**src/rtl/pmod_loopback_tester.sv**
```systemverilog
// Self-test sequencer for a PMOD port with a loopback jumper (pin i <-> pin i+WIDTH/2).
// Drives walking-one/walking-zero patterns from each half in turn and accumulates mismatches.
module pmod_loopback_tester #(
  parameter int unsigned WIDTH         = 8,
  parameter int unsigned SETTLE_CYCLES = 16,
  parameter int unsigned ERR_W         = 8
) (
  input  logic             clk,
  input  logic             rst,
  input  logic             start,
  output logic             busy,
  output logic             done,
  output logic             pass,
  output logic [ERR_W-1:0] err_count,
  output logic [WIDTH-1:0] fail_mask,
  output logic [WIDTH-1:0] pmod_out,
  output logic [WIDTH-1:0] pmod_oe,
  input  logic [WIDTH-1:0] pmod_in
);

  localparam int unsigned H    = WIDTH / 2;
  localparam int unsigned IdxW = $clog2(2 * H);
  localparam int unsigned CntW = $clog2(SETTLE_CYCLES);

  typedef enum logic [2:0] {StIdle, StDrive, StSettle, StSample, StTurn, StDone} state_e;

  state_e            state_q, state_d;
  logic              phase_q, phase_d;
  logic [IdxW-1:0]   idx_q, idx_d;
  logic [CntW-1:0]   cnt_q, cnt_d;
  logic [ERR_W-1:0]  err_q, err_d;
  logic [WIDTH-1:0]  mask_q, mask_d;
  logic [WIDTH-1:0]  sync1_q, sync2_q;
  logic [H-1:0]      pat;
  logic [WIDTH-1:0]  expected;
  logic              settle_end;
  logic              last_idx;

  always_ff @(posedge clk) begin
    if (rst) begin
      state_q <= StIdle;
      phase_q <= 1'b0;
      idx_q   <= '0;
      cnt_q   <= '0;
      err_q   <= '0;
      mask_q  <= '0;
      sync1_q <= '0;
      sync2_q <= '0;
    end else begin
      state_q <= state_d;
      phase_q <= phase_d;
      idx_q   <= idx_d;
      cnt_q   <= cnt_d;
      err_q   <= err_d;
      mask_q  <= mask_d;
      sync1_q <= pmod_in;
      sync2_q <= sync1_q;
    end
  end

  always_comb begin
    // Indices 0..H-1 walk a one, H..2H-1 walk a zero.
    if (idx_q < IdxW'(H)) begin
      pat = H'(1) << idx_q;
    end else begin
      pat = ~(H'(1) << (idx_q - IdxW'(H)));
    end
    expected   = {pat, pat};
    settle_end = (cnt_q == CntW'(SETTLE_CYCLES - 1));
    last_idx   = (idx_q == IdxW'(2 * H - 1));

    state_d  = state_q;
    phase_d  = phase_q;
    idx_d    = idx_q;
    cnt_d    = cnt_q;
    err_d    = err_q;
    mask_d   = mask_q;
    pmod_out = '0;
    pmod_oe  = '0;

    case (state_q)
      StIdle, StDone: begin
        if (start) begin
          state_d = StDrive;
          phase_d = 1'b0;
          idx_d   = '0;
          err_d   = '0;
          mask_d  = '0;
        end
      end
      StDrive: begin
        state_d = StSettle;
        cnt_d   = '0;
      end
      StSettle: begin
        if (settle_end) state_d = StSample;
        else            cnt_d   = cnt_q + 1'b1;
      end
      StSample: begin
        if (sync2_q != expected) begin
          if (err_q != '1) err_d = err_q + 1'b1;
          mask_d = mask_q | (sync2_q ^ expected);
        end
        if (last_idx) begin
          idx_d   = '0;
          cnt_d   = '0;
          state_d = phase_q ? StDone : StTurn;
        end else begin
          idx_d   = idx_q + 1'b1;
          state_d = StDrive;
        end
      end
      StTurn: begin
        // All pins released before the other half starts driving.
        if (settle_end) begin
          state_d = StDrive;
          phase_d = 1'b1;
        end else begin
          cnt_d = cnt_q + 1'b1;
        end
      end
      default: state_d = StIdle;
    endcase

    if (state_q == StDrive || state_q == StSettle || state_q == StSample) begin
      if (phase_q) begin
        pmod_oe  = {{H{1'b1}}, {H{1'b0}}};
        pmod_out = {pat, {H{1'b0}}};
      end else begin
        pmod_oe  = {{H{1'b0}}, {H{1'b1}}};
        pmod_out = {{H{1'b0}}, pat};
      end
    end
  end

  assign busy      = (state_q == StDrive) || (state_q == StSettle) ||
                     (state_q == StSample) || (state_q == StTurn);
  assign done      = (state_q == StDone);
  assign pass      = done && (err_q == '0);
  assign err_count = err_q;
  assign fail_mask = mask_q;

endmodule
```
**config.mk**
```make
export PLATFORM = sky130hd
export DESIGN_NAME = pmod_loopback_tester
export DESIGN_NICKNAME = d
export VERILOG_FILES = /design/src/rtl/pmod_loopback_tester.sv
export SDC_FILE = /design/constraint.sdc
export NUM_CORES = 1
export LEC_CHECK = 0
export CAP_MARGIN = 15
export CORE_MARGIN = 10
export CORE_UTILIZATION = 45
export DETAILED_ROUTE_END_ITERATION = 6
export HOLD_SLACK_MARGIN = 0.08
export PLACE_DENSITY = 0.75
export SKIP_LAST_GASP = 1
export SLEW_MARGIN = 20
export SYNTH_ARGS = -nofsm -noshare
export SYNTH_HDL_FRONTEND = slang
export SYNTH_SLANG_ARGS = --single-unit
export TNS_END_PERCENT = 100
```
**constraint.sdc**
```tcl
create_clock -name clk -period 2.55 [get_ports clk]
set_input_delay 0.3825 -clock clk [delete_from_list [all_inputs] [get_ports clk]]
set_output_delay 0.3825 -clock clk [all_outputs]
set_load 0.01 [all_outputs]
```
### Word-level counts from Yosys, hierarchy flattened

Cells that the tools add are included.

* $add $sub $neg: 4
* order comparisons: 1
* equal/unequal tests: 16
* shift-type cells: 2
* muxes and demuxes: 26
* bitwise gates (word level): 3
* reduce and logical (&&, ||, !) cells: 17

Operators by type and width (count)
* $mux W8: 8
* $pmux W8 S2: 2
* $mux W3: 6
* $pmux W3 S5: 1
* $ne A2 B2 Y1 const B: 7
* $mux W4: 3
* $pmux W4 S3: 1
* $reduce_and A3 Y1: 4
* $eq A3 B3 Y1 const B: 3
* $add A8 B1 Y8 const B: 1
* $logic_not A8 Y1: 1
* $ne A8 B8 Y1: 1
* $ne A8 B8 Y1 const B: 1
* $or A8 B8 Y8: 1
* $shl A1 B3 Y4 const A: 2
* $xor A8 B8 Y8: 1
* $eq A3 B2 Y1 const B: 2
* $pmux W3 S2: 1
* $add A4 B1 Y4 const B: 1
* $eq A4 B4 Y1 const B: 1
* $not A4 Y4: 1
* $reduce_and A4 Y1: 1
* $reduce_bool A2 Y1: 2
* $reduce_or A2 Y1: 2
* 11 further kinds: 15

* bits in registers: 43
* bits of input ports: 11
* logic and storage cells: 77

### Longest topological paths before layout

* depth in word-level cells: 8
* gate-level depth with buffers: 10
* gate-level depth less buffers: 8

### Worst setup path before layout

OpenSTA, ideal clock, no wires.

* kind: reg-to-reg
* from: register idx_q[0]
* to: register err_q[7] (netlist: err_count[7])
* arrival: 2265 ps
* required time: 2417 ps
* setup slack: 152 ps
* stages on the path, launching flop included: 11
* path buffers: 2
* clock period less this slack: 2398 ps
* path through: dfxtp_1 > ha_1 > ha_1 > clkbuf_1 > or3_1 > a211oi_1 > o221ai_2 > and2_2 > buf_6 > a21oi_1 > a211oi_2

* longest elaborated chain between the ends: 7
* elaborated cells on any way between the ends: 9
* those cells by class: add/sub (1); order compare (1); eq/ne (2); shift (2); mux (1); bitwise (1); reduce/logical (1)

RTL lines
* start, declared: RTL line 29 `logic [IdxW-1:0] idx_q, idx_d;`
* start signal, assigned: RTL line 52 `idx_q <= idx_d;`
* $sub A3 B3 Y3: RTL line 66 `pat = ~(H'(1) << (idx_q - IdxW'(H)));`
* $shl A1 B3 Y4: RTL line 66
* $not A4 Y4: RTL line 66
* $mux W4 (*): RTL line 63 `if (idx_q < IdxW'(H)) begin`
* $ne A8 B8 Y1 (*): RTL line 100 `if (sync2_q != expected) begin`
* $ne A2 B2 Y1 (no line) (*)
* $reduce_and A4 Y1 (no line) (*)
* end signal, assigned: RTL line 54 `err_q <= err_d;`
* end, declared: RTL line 31 `logic [ERR_W-1:0] err_q, err_d;`

Mark *: on every way between the ends. The rest lies on a longest branch, timed or not.
A chain may end at the register's enable or synchronous reset.

### Worst setup path in the final report

* from: register idx_q[1]
* to: register err_q[7] (netlist: err_count[7])

The elaborated chain is that of the path after synthesis.

==> results.json <==
{
  "status": "completed",
  "period_needed_ps": 2390,
  "synthArstFlopShare_pct": 0,
  "startpoint": "idx_q[1]",
  "antenna_found_initial": 0,
  "grt_usage_pct": 11.9,
  "cp-endpoint": "err_count[7]",
  "drt-initial-drc-count": 79,
  "h-tree-depth": 2,
  "slowest_delay_ps": 480,
  "hold_viol": 0,
  "place_congestion": 0.841,
  "clk_path_buf_depth": 2,
  "finalSetupViolations": 0,
  "drive_above_1_share_pct": 9.00,
  "path_cells": "inv_1 -> ha_1 -> or3_2 -> a211oi_1 -> o221ai_2 -> and2_2 -> a21oi_1 -> a211oi_2",
  "path_clk_slew_ps": 80,
  "dp_hpwl_mm": 3.69,
  "start_util_pct": 46.5,
  "dieHeight_um": 89.9,
  "dp.cells": 359,
  "cp.depth": 8,
  "end_kind": "flip-flop",
  "post_cts_resized": 0,
  "hold_buffers": 0,
  "io_buffers": 45,
  "instances_no_fill": 367,
  "synth.distinct_cells": 49,
  "fin_nets": 318,
  "most-common-layout-cells": "clkdlybuf4s50_1 (44), dfxtp_1 (43), nor2_1 (34)",
  "start_kind": "flip-flop",
  "slew_violations": 0,
  "hold_path_class": "reg2reg",
  "numCtsBuffers": 5,
  "areaGrowthSynthToFinish_pct": 27.2,
  "cts_tree": "done",
  "dieArea_um2": 8070,
  "syn-instance-count": 255,
  "r2r_start": "idx_q[1]",
  "die_x_um": 89.9,
  "synth_warnings": 0,
  "crit_buf_inv": 1,
  "io_pins": 46,
  "diodes": 0,
  "r2r_slack_ps": 160,
  "vias_per_cell": 5.02,
  "path_delay_family": "compound AO/OA/AOI/OAI gates",
  "wl_mm": 4.83,
  "fillers": 435,
  "core_um2": 4720,
  "worst_slew_pin_slew_ps": 423,
  "r2r_end": "err_count[7]",
  "post_cts.repair.setup_buffers": 0,
  "postSynthAreaPerCell_um2": 8.61,
  "synth-seq-cells": 43,
  "grt_max_degree": 22,
  "drtAntennaViolNets": 0,
  "path_class": "reg2reg",
  "final_common_cell": "clkdlybuf4s50_1",
  "peakVddDrop_uv": 457,
  "vias": 1842,
  "power.density_nw_per_um2": 598,
  "rsz0062_at_grt": "no",
  "slew_headroom_pct": 71.6,
  "first_pass_iters": 4,
  "row_count": 25,
  "fin_ws_ps": 157,
  "root_buffer": "clkbuf_8",
  "max_freq_mhz": 418,
  "setup_tns_ps": 0,
  "cts_sinks": 43,
  "synth-edff-count": 0,
  "synth_ff_type": "dfxtp_1",
  "rr_worst_depth": 8,
  "cellLeakagePower_uw": 0.00111,
  "fin_skew_ps": 8.75,
  "crit_fanout": 6,
  "fin_hold_ws_ps": 432,
  "routedWlPerCell_um": 13.1,
  "gr-total-overflow": 0,
  "syn-num-nets": 274,
  "finalCritPeriodShare_pct": 93.8,
  "post-place-ws_ps": 130,
  "ys_seq_area_share_pct": 39.2,
  "insertion_delay_ps": 300,
  "drc": 0,
  "syn-cell-area_um2": 2200,
  "grt_pass1_wl_mm": 8.27,
  "drv_cap": 0,
  "required_ps": 2720,
  "cp_slowest_cell": "or3_2",
  "arrival_ps": 2570,
  "grt_pass1_vias": 1806
}
sequential cells by signal, indices dropped and copies added, names as in the netlist:
signal	count
sync1_q	8
sync2_q	8
fail_mask	8
cnt_q	4
err_count	8
idx_q	3
phase_q	1
state_q	3
synthesized netlist by cell type, types with 3 or more instances:
master / n / share of area [%]
a211oi_1: 3 / 1.0
a21oi_1: 24 / 5.5
and2_1: 3 / 0.85
and3_1: 3 / 0.85
and3b_1: 3 / 1.2
buf_4: 6 / 2.1
clkbuf_1: 8 / 1.4
dfxtp_1: 43 / 39
ha_1: 8 / 4.6
inv_1: 9 / 1.5
nand2_1: 13 / 2.2
nand3_1: 9 / 2.1
nor2_1: 34 / 5.8
nor2b_1: 19 / 5.4
nor3_1: 4 / 0.91
o21ai_0: 8 / 1.8
or3_1: 3 / 0.85
xnor2_1: 11 / 4.4
xor2_1: 7 / 2.8
kinds of logic after synthesis:
group	synth area share (%)
fa+ha+maj	4.56
compound gates	15.3
mux	0.969
flops	39.2
xor+xnor	8.26
simple gates	25.3
buf+inv	6.38
worst min path at each step:
| stage | from | end | slack, ps | cells after the start |
|---|---|---|---|---|
| finish | sync1_q[0] | sync2_q[0] | 430 | 1 |
| floorplan | sync1_q[0] | sync2_q[0] | 410 | 1 |
| global placement | sync1_q[3] | sync2_q[3] | 420 | 1 |
| detailed placement | sync1_q[3] | sync2_q[3] | 420 | 1 |
| CTS | sync1_q[0] | sync2_q[0] | 440 | 1 |
| global route | sync1_q[0] | sync2_q[0] | 450 | 1 |
metal layers:
metal	share of wire (%)	GRT usage [%]	wire length [um]
met4	1.3	3.58	63
met5	0	0	0
met2	45	20.3	2190
met1	48	14.2	2290
met3	5.6	2.99	272
per-stage QoR:
stage / instance area [um^2] / utilization, % / power (uW)
global placement: 2700 / 57.1 / 1260
global route: 2790 / 59.1 / 1780
finish: 2790 / 59.1 / 1670
floorplan: 2200 / - / 1100
CTS: 2780 / 58.9 / 1680
detailed placement: 2700 / 57.1 / 1270
power breakdown:
group          switching [uW]  leakage [uW]  internal, uW  total, uW
clock                     227     0.0000477           187        415
combinational             271      0.000714           249        520
sequential               24.3      0.000351           711        735
cell type report:
type / instances / area [um^2] / area share [%]
multi-input cells: 185 / 1200 / 43.1
flip-flops and latches: 43 / 861 / 30.8
repair buffers: 55 / 528 / 18.9
well taps: 67 / 83.8 / 3.00
clock buffers: 5 / 68.8 / 2.46
inverters: 9 / 33.8 / 1.21
clock inverters: 3 / 15.0 / 0.538
No activity file was read; power rests on OpenSTA's default activity.
